`config.mk`:
```
export PLATFORM = sky130hd
export DESIGN_NAME = uart_tx_feeder
export DESIGN_NICKNAME = d
export VERILOG_FILES = /design/src/rtl/uart_pkg.sv /design/src/rtl/uart_byte_fifo.sv /design/src/rtl/uart_tx_feeder.sv
export SDC_FILE = /design/constraint.sdc
export NUM_CORES = 1
export LEC_CHECK = 0
export ABC_AREA = 1
export CAP_MARGIN = 30
export CORE_UTILIZATION = 45
export DETAILED_ROUTE_END_ITERATION = 16
export MAX_ROUTING_LAYER = met4
export SETUP_SLACK_MARGIN = 0.05
export SYNTH_ARGS = -nofsm -noshare
export SYNTH_HDL_FRONTEND = slang
export SYNTH_SLANG_ARGS = --single-unit
```
`constraint.sdc`:
```
create_clock -name CLK -period 1.5 [get_ports CLK]
set_clock_uncertainty 0.05 [all_clocks]
set_input_delay 0.15 -clock CLK [delete_from_list [all_inputs] [get_ports CLK]]
set_output_delay 0.15 -clock CLK [all_outputs]
set_load 0.005 [all_outputs]
```
`src/rtl/uart_pkg.sv`:
```
// Shared constants and state encoding for the UART transmit path.
package uart_pkg;

    localparam int unsigned FRAME_W = 10;

    localparam logic START_BIT = 1'b0;
    localparam logic STOP_BIT  = 1'b1;

    // Line-idle pattern presented while no frame has been loaded.
    localparam logic [FRAME_W-1:0] IDLE_FRAME = 10'h3FF;

    typedef enum logic [1:0] {
        StIdle   = 2'd0,
        StStrobe = 2'd1,
        StHold   = 2'd2
    } feeder_state_e;

endpackage

```
`src/rtl/uart_byte_fifo.sv`:
```
// Byte FIFO with registered FULL/EMPTY and a sticky overflow flag; synchronous active-high reset.
module uart_byte_fifo #(
    parameter int unsigned DEPTH = 8
) (
    input  logic       CLK,
    input  logic       RST,
    input  logic       WR,
    input  logic [7:0] DIN,
    input  logic       RD,
    output logic [7:0] DOUT,
    output logic       FULL,
    output logic       EMPTY,
    output logic       OVF
);

    localparam int unsigned AW = $clog2(DEPTH);

    typedef logic [AW:0] ptr_t;

    ptr_t       wptr_q, wptr_d;
    ptr_t       rptr_q, rptr_d;
    logic       full_q;
    logic       empty_q;
    logic       ovf_q;
    logic [7:0] mem_q [DEPTH];
    logic       do_write;
    logic       do_read;

    // A write into a full FIFO is dropped even when a pop frees a slot in the same cycle.
    assign do_write = WR && !full_q;
    assign do_read  = RD && !empty_q;

    always_comb begin
        wptr_d = wptr_q;
        rptr_d = rptr_q;
        if (do_write) begin
            wptr_d = wptr_q + ptr_t'(1);
        end
        if (do_read) begin
            rptr_d = rptr_q + ptr_t'(1);
        end
    end

    always_ff @(posedge CLK) begin
        if (RST) begin
            wptr_q  <= '0;
            rptr_q  <= '0;
            full_q  <= 1'b0;
            empty_q <= 1'b1;
            ovf_q   <= 1'b0;
        end else begin
            wptr_q  <= wptr_d;
            rptr_q  <= rptr_d;
            // Pointer MSBs differ only when the writer has lapped the reader.
            full_q  <= (wptr_d[AW] != rptr_d[AW]) && (wptr_d[AW-1:0] == rptr_d[AW-1:0]);
            empty_q <= (wptr_d == rptr_d);
            if (WR && full_q) begin
                ovf_q <= 1'b1;
            end
        end
    end

    always_ff @(posedge CLK) begin
        if (do_write) begin
            mem_q[wptr_q[AW-1:0]] <= DIN;
        end
    end

    assign DOUT  = mem_q[rptr_q[AW-1:0]];
    assign FULL  = full_q;
    assign EMPTY = empty_q;
    assign OVF   = ovf_q;

endmodule

```
`src/rtl/uart_tx_feeder.sv`:
```
// Buffers host bytes and hands framed words to the UART transmitter, one EN pulse per frame.
// Define UART_TX_FEEDER_PARITY_EN for 7E1 framing; default build is 8N1.
module uart_tx_feeder
    import uart_pkg::*;
#(
    parameter int unsigned DEPTH     = 8,
    parameter int unsigned FRAME_GAP = 12
) (
    input  logic               CLK,
    input  logic               RST,
    input  logic [7:0]         DIN,
    input  logic               WR,
    output logic               FULL,
    output logic               EMPTY,
    output logic               OVF,
    output logic [FRAME_W-1:0] DATASD,
    output logic               EN,
    output logic               BUSY
);

    // The transmitter needs 13 cycles after EN to get back to WAIT.
    if (FRAME_GAP < 11) begin : g_bad_gap
        $error("uart_tx_feeder: FRAME_GAP must be at least 11");
    end
    if ((DEPTH < 2) || ((DEPTH & (DEPTH - 1)) != 0)) begin : g_bad_depth
        $error("uart_tx_feeder: DEPTH must be a power of 2 and at least 2");
    end

    localparam int unsigned GW = $clog2(FRAME_GAP);
    localparam logic [GW-1:0] GapLast = GW'(FRAME_GAP - 1);

    feeder_state_e      state_q;
    logic [GW-1:0]      gap_q;
    logic [FRAME_W-1:0] datasd_q;
    logic [7:0]         head;
    logic               fifo_empty;
    logic               pop;

    function automatic logic [FRAME_W-1:0] build_frame(input logic [7:0] b);
`ifdef UART_TX_FEEDER_PARITY_EN
        return {STOP_BIT, ^b[6:0], b[6:0], START_BIT};
`else
        return {STOP_BIT, b, START_BIT};
`endif
    endfunction

    assign pop = (state_q == StIdle) && !fifo_empty;

    uart_byte_fifo #(
        .DEPTH (DEPTH)
    ) u_fifo (
        .CLK   (CLK),
        .RST   (RST),
        .WR    (WR),
        .DIN   (DIN),
        .RD    (pop),
        .DOUT  (head),
        .FULL  (FULL),
        .EMPTY (fifo_empty),
        .OVF   (OVF)
    );

    always_ff @(posedge CLK) begin
        if (RST) begin
            state_q  <= StIdle;
            gap_q    <= '0;
            datasd_q <= IDLE_FRAME;
        end else begin
            case (state_q)
                StIdle: begin
                    if (!fifo_empty) begin
                        datasd_q <= build_frame(head);
                        state_q  <= StStrobe;
                    end
                end
                StStrobe: begin
                    gap_q   <= '0;
                    state_q <= StHold;
                end
                StHold: begin
                    if (gap_q == GapLast) begin
                        state_q <= StIdle;
                    end else begin
                        gap_q <= gap_q + GW'(1);
                    end
                end
                default: begin
                    state_q <= StIdle;
                end
            endcase
        end
    end

    // DATASD only changes on a pop, so it stays valid through the transmitter's latch cycle.
    assign DATASD = datasd_q;
    assign EN     = (state_q == StStrobe);
    assign EMPTY  = fifo_empty;
    assign BUSY   = (state_q != StIdle) || !fifo_empty;

endmodule

```
==> results.sh <==
export IMPL_drv_cap=0
export IMPL_syn_area_sq_um=3720
export IMPL_rsz0062_at_grt="yes"
export IMPL_die_h_um=92.9
export IMPL_grt_pass1_vias=2529
export IMPL_place_ws_ns=-0.143
export IMPL_cp_required_ns=1.30
export IMPL_cts_sinks=90
export IMPL_dpl_hpwl_um=5480
export IMPL_synth_flop_cell="edfxtp_1"
export IMPL_place_congestion=0.870
export IMPL_syn2layout_area_growth_pct=20.4
export IMPL_synth_area_per_cell_sq_um=10.1
export IMPL_port_buffers=24
export IMPL_path_cells="clkdlybuf4s50_1"
export IMPL_end_kind="primary output"
export IMPL_cts_tree="done"
export IMPL_grt_max_degree=33
export IMPL_nNetsFinal=425
export IMPL_multiInputGateArea_sq_um=1110
export IMPL_synth_distinct_cells=23
export IMPL_drc_errors=0
export IMPL_start_kind="register"
export IMPL_criticalPathCategory="reg -> out"
export IMPL_postSynthCellCount=367
export IMPL_powerDensity_nw_per_um2=1350
export IMPL_fill_cells=717
export IMPL_fp_dieW_um=92.9
export IMPL_power_mw=6.06
export IMPL_p_leak_nw=1.69
export IMPL_hold_buffers=0
export IMPL_status="finished, final reports clean"
export IMPL_cp_top_family="buffers and inverters"
export IMPL_cts_buffer_depth=2
export IMPL_drive_gt1_share_pct=15.4
export IMPL_critical_path_max_stage_delay_ns=0.50
export IMPL_io_pins=26
export IMPL_ys_ff_latch=90
export IMPL_synth_edf_count=64
export IMPL_critPathArrivalTime_ns=1.19
export IMPL_hold_violations=0
export IMPL_htreeDepth=3
export IMPL_vias=2657
export IMPL_cts_made_buffers=9
export IMPL_antenna_cells=0
export IMPL_tns_ns=0
export IMPL_row_count=32
export IMPL_place_inst=499
export IMPL_postRouteAntennaNets=0
export IMPL_synthArstFlopShare_pct=0
export IMPL_cp_max_fo=2
export IMPL_path_buf_inv=1
export IMPL_clkTransAtPathRegs_ns=0.09
export IMPL_setup_ws_ns=0.108
export IMPL_drt_pre_antenna_iters=4
export IMPL_cp_slowest_cell="clkdlybuf4s50_1"
export IMPL_track_usage_pct=21.2
export IMPL_core_area_sq_um=7850
export IMPL_regArea_sq_um=2460
export IMPL_wl_per_cell_um=15.4
export IMPL_place_area_sq_um=4200
export IMPL_routed_via_density=5.13
export IMPL_grt_pass1_wl_um=13000
export IMPL_final_max_slew_viol_count=0
export IMPL_finalCriticalPeriod_ns=1.39
export IMPL_wl_um=7990
export IMPL_antenna_found_initial=0
export IMPL_ys_seq_area_share_pct=65.7
export IMPL_dieArea_sq_um=8630
export IMPL_clock_latency_ns=0.36
export IMPL_synth_commonest_cells="nor2_1 (76), edfxtp_1 (64), o21ai_0 (60)"
export IMPL_fmax_mhz=718
export IMPL_finish_utilization_pct=57.0
export IMPL_synth_most_common_cell="nor2_1"
export IMPL_setup_viol_count_final=0
export IMPL_grt_ovfl_total=0
export IMPL_ir_worst_vdd_mv=0.549
export IMPL_synth_area_leaders="edfxtp_1 (52%), dfxtp_1 (14%), o21ai_0 (8.1%)"
export IMPL_clockRootBuffer="clkbuf_8"
export IMPL_finish_instance_area_sq_um=4480
export IMPL_drtIter0Drc=171
export IMPL_yosysTopAreaCell="edfxtp_1"
export IMPL_final_cells=518
export IMPL_min_period_over_period_pct=92.8
export IMPL_initial_core_util_pct=47.4
export IMPL_min_path_type="reg -> reg"
export IMPL_whs_ns=0.404
export IMPL_synth_warning_count=0
export IMPL_netlist_area_leader_share_pct=51.7
export IMPL_synth_nets=381
repair_timing:
action                     in CTS  in global routing
resized for setup               9                 28
setup endpoints to repair      14                 17
buffers inserted                3                  0
pin swaps                       1                  1
final timing paths:
kind | cells past startpoint | start | slack (ns) | endpoint
max | 1 | DATASD[6]$_SDFFE_PP1P_ | 0.11 | DATASD[6]
min | 2 | DATASD[0]$_SDFFE_PP1P_ | 0.40 | DATASD[0]$_SDFFE_PP1P_
max reg2reg | 7 | u_fifo.rptr_q[0]$_SDFF_PP0_ | 0.12 | DATASD[8]$_SDFFE_PP1P_
min reg2reg | 2 | DATASD[0]$_SDFFE_PP1P_ | 0.40 | DATASD[0]$_SDFFE_PP1P_
worst min-delay path: cells and delay by family (launching register included):
| family | cells | cell delay (ns) |
|---|---|---|
| simple gates | 2 | 0.09 |
| flops | 1 | 0.33 |
layout by cell type (no fill, tap or decap), types with 2 or more instances in the layout:
| cell | Yosys | layout |
|---|---|---|
| nand2_1 | 44 | 43 |
| edfxtp_1 | 64 | 64 |
| nor2_2 | 0 | 2 |
| ha_1 | 3 | 3 |
| dfxtp_1 | 26 | 15 |
| dlygate4sd2_1 | 0 | 3 |
| clkinv_4 | 0 | 2 |
| nor2_4 | 2 | 2 |
| o21ai_0 | 60 | 47 |
| bufinv_16 | 0 | 2 |
| buf_4 | 4 | 22 |
| nor2_1 | 76 | 74 |
| o21ai_1 | 8 | 21 |
| inv_6 | 0 | 2 |
| inv_1 | 21 | 20 |
| xor2_1 | 2 | 2 |
| clkdlybuf4s50_1 | 0 | 20 |
| buf_12 | 0 | 3 |
| nand2_2 | 3 | 4 |
| dfxtp_2 | 0 | 9 |
| inv_4 | 0 | 2 |
| nand3_1 | 18 | 18 |
| a21oi_1 | 17 | 17 |
| dfxtp_4 | 0 | 2 |
| clkbuf_8 | 0 | 9 |
final cells by class:
class / instances / share of cell area [%]
well taps: 102 / 2.85
clock buffers: 9 / 2.77
repair buffers: 49 / 10.4
clock inverters: 7 / 2.21
flip-flops and latches: 90 / 55.0
inverters: 23 / 2.04
multi-input cells: 238 / 24.8
power breakdown:
group	switching, mW	internal, mW	leakage [nW]	total (mW)
clock network	0.910	0.951	0.112	1.86
logic	0.751	0.545	0.786	1.30
registers	0.0877	2.81	0.796	2.90
registers in the layout, indices dropped and copies added, names as in the netlist, 2 cells and up:
signal,flops
u_fifo.rptr_q,4
gap_q,4
state_q,2
u_fifo.wptr_q,4
u_fifo.mem_q,64
DATASD,9
metal layers:
| metal | up-vias | global-route usage [%] | routed length, um |
|---|---|---|---|
| met1 | 1236 | 31.1 | 4010 |
| li1 | 1338 | - | - |
| met5 | - | - | 0 |
| met2 | 77 | 29.4 | 3430 |
| met4 | 0 | 5.77 | 85 |
| met3 | 6 | 4.93 | 465 |
kinds of logic (layout without fill, tap and decap cells):
| group | count (synthesis) | in the layout | share of synthesized area [%] |
|---|---|---|---|
| XOR/XNOR | 2 | 2 | 0.471 |
| flip-flops | 90 | 90 | 65.7 |
| other | 1 | 1 | 0.101 |
| adder cells (fa/ha/maj) | 3 | 3 | 1.01 |
| buffers and inverters | 39 | 88 | 4.65 |
| AND/OR/NAND/NOR | 147 | 147 | 16.6 |
| AO/OA/AOI/OAI | 85 | 85 | 11.4 |
No activity file was read; power rests on OpenSTA's default activity.
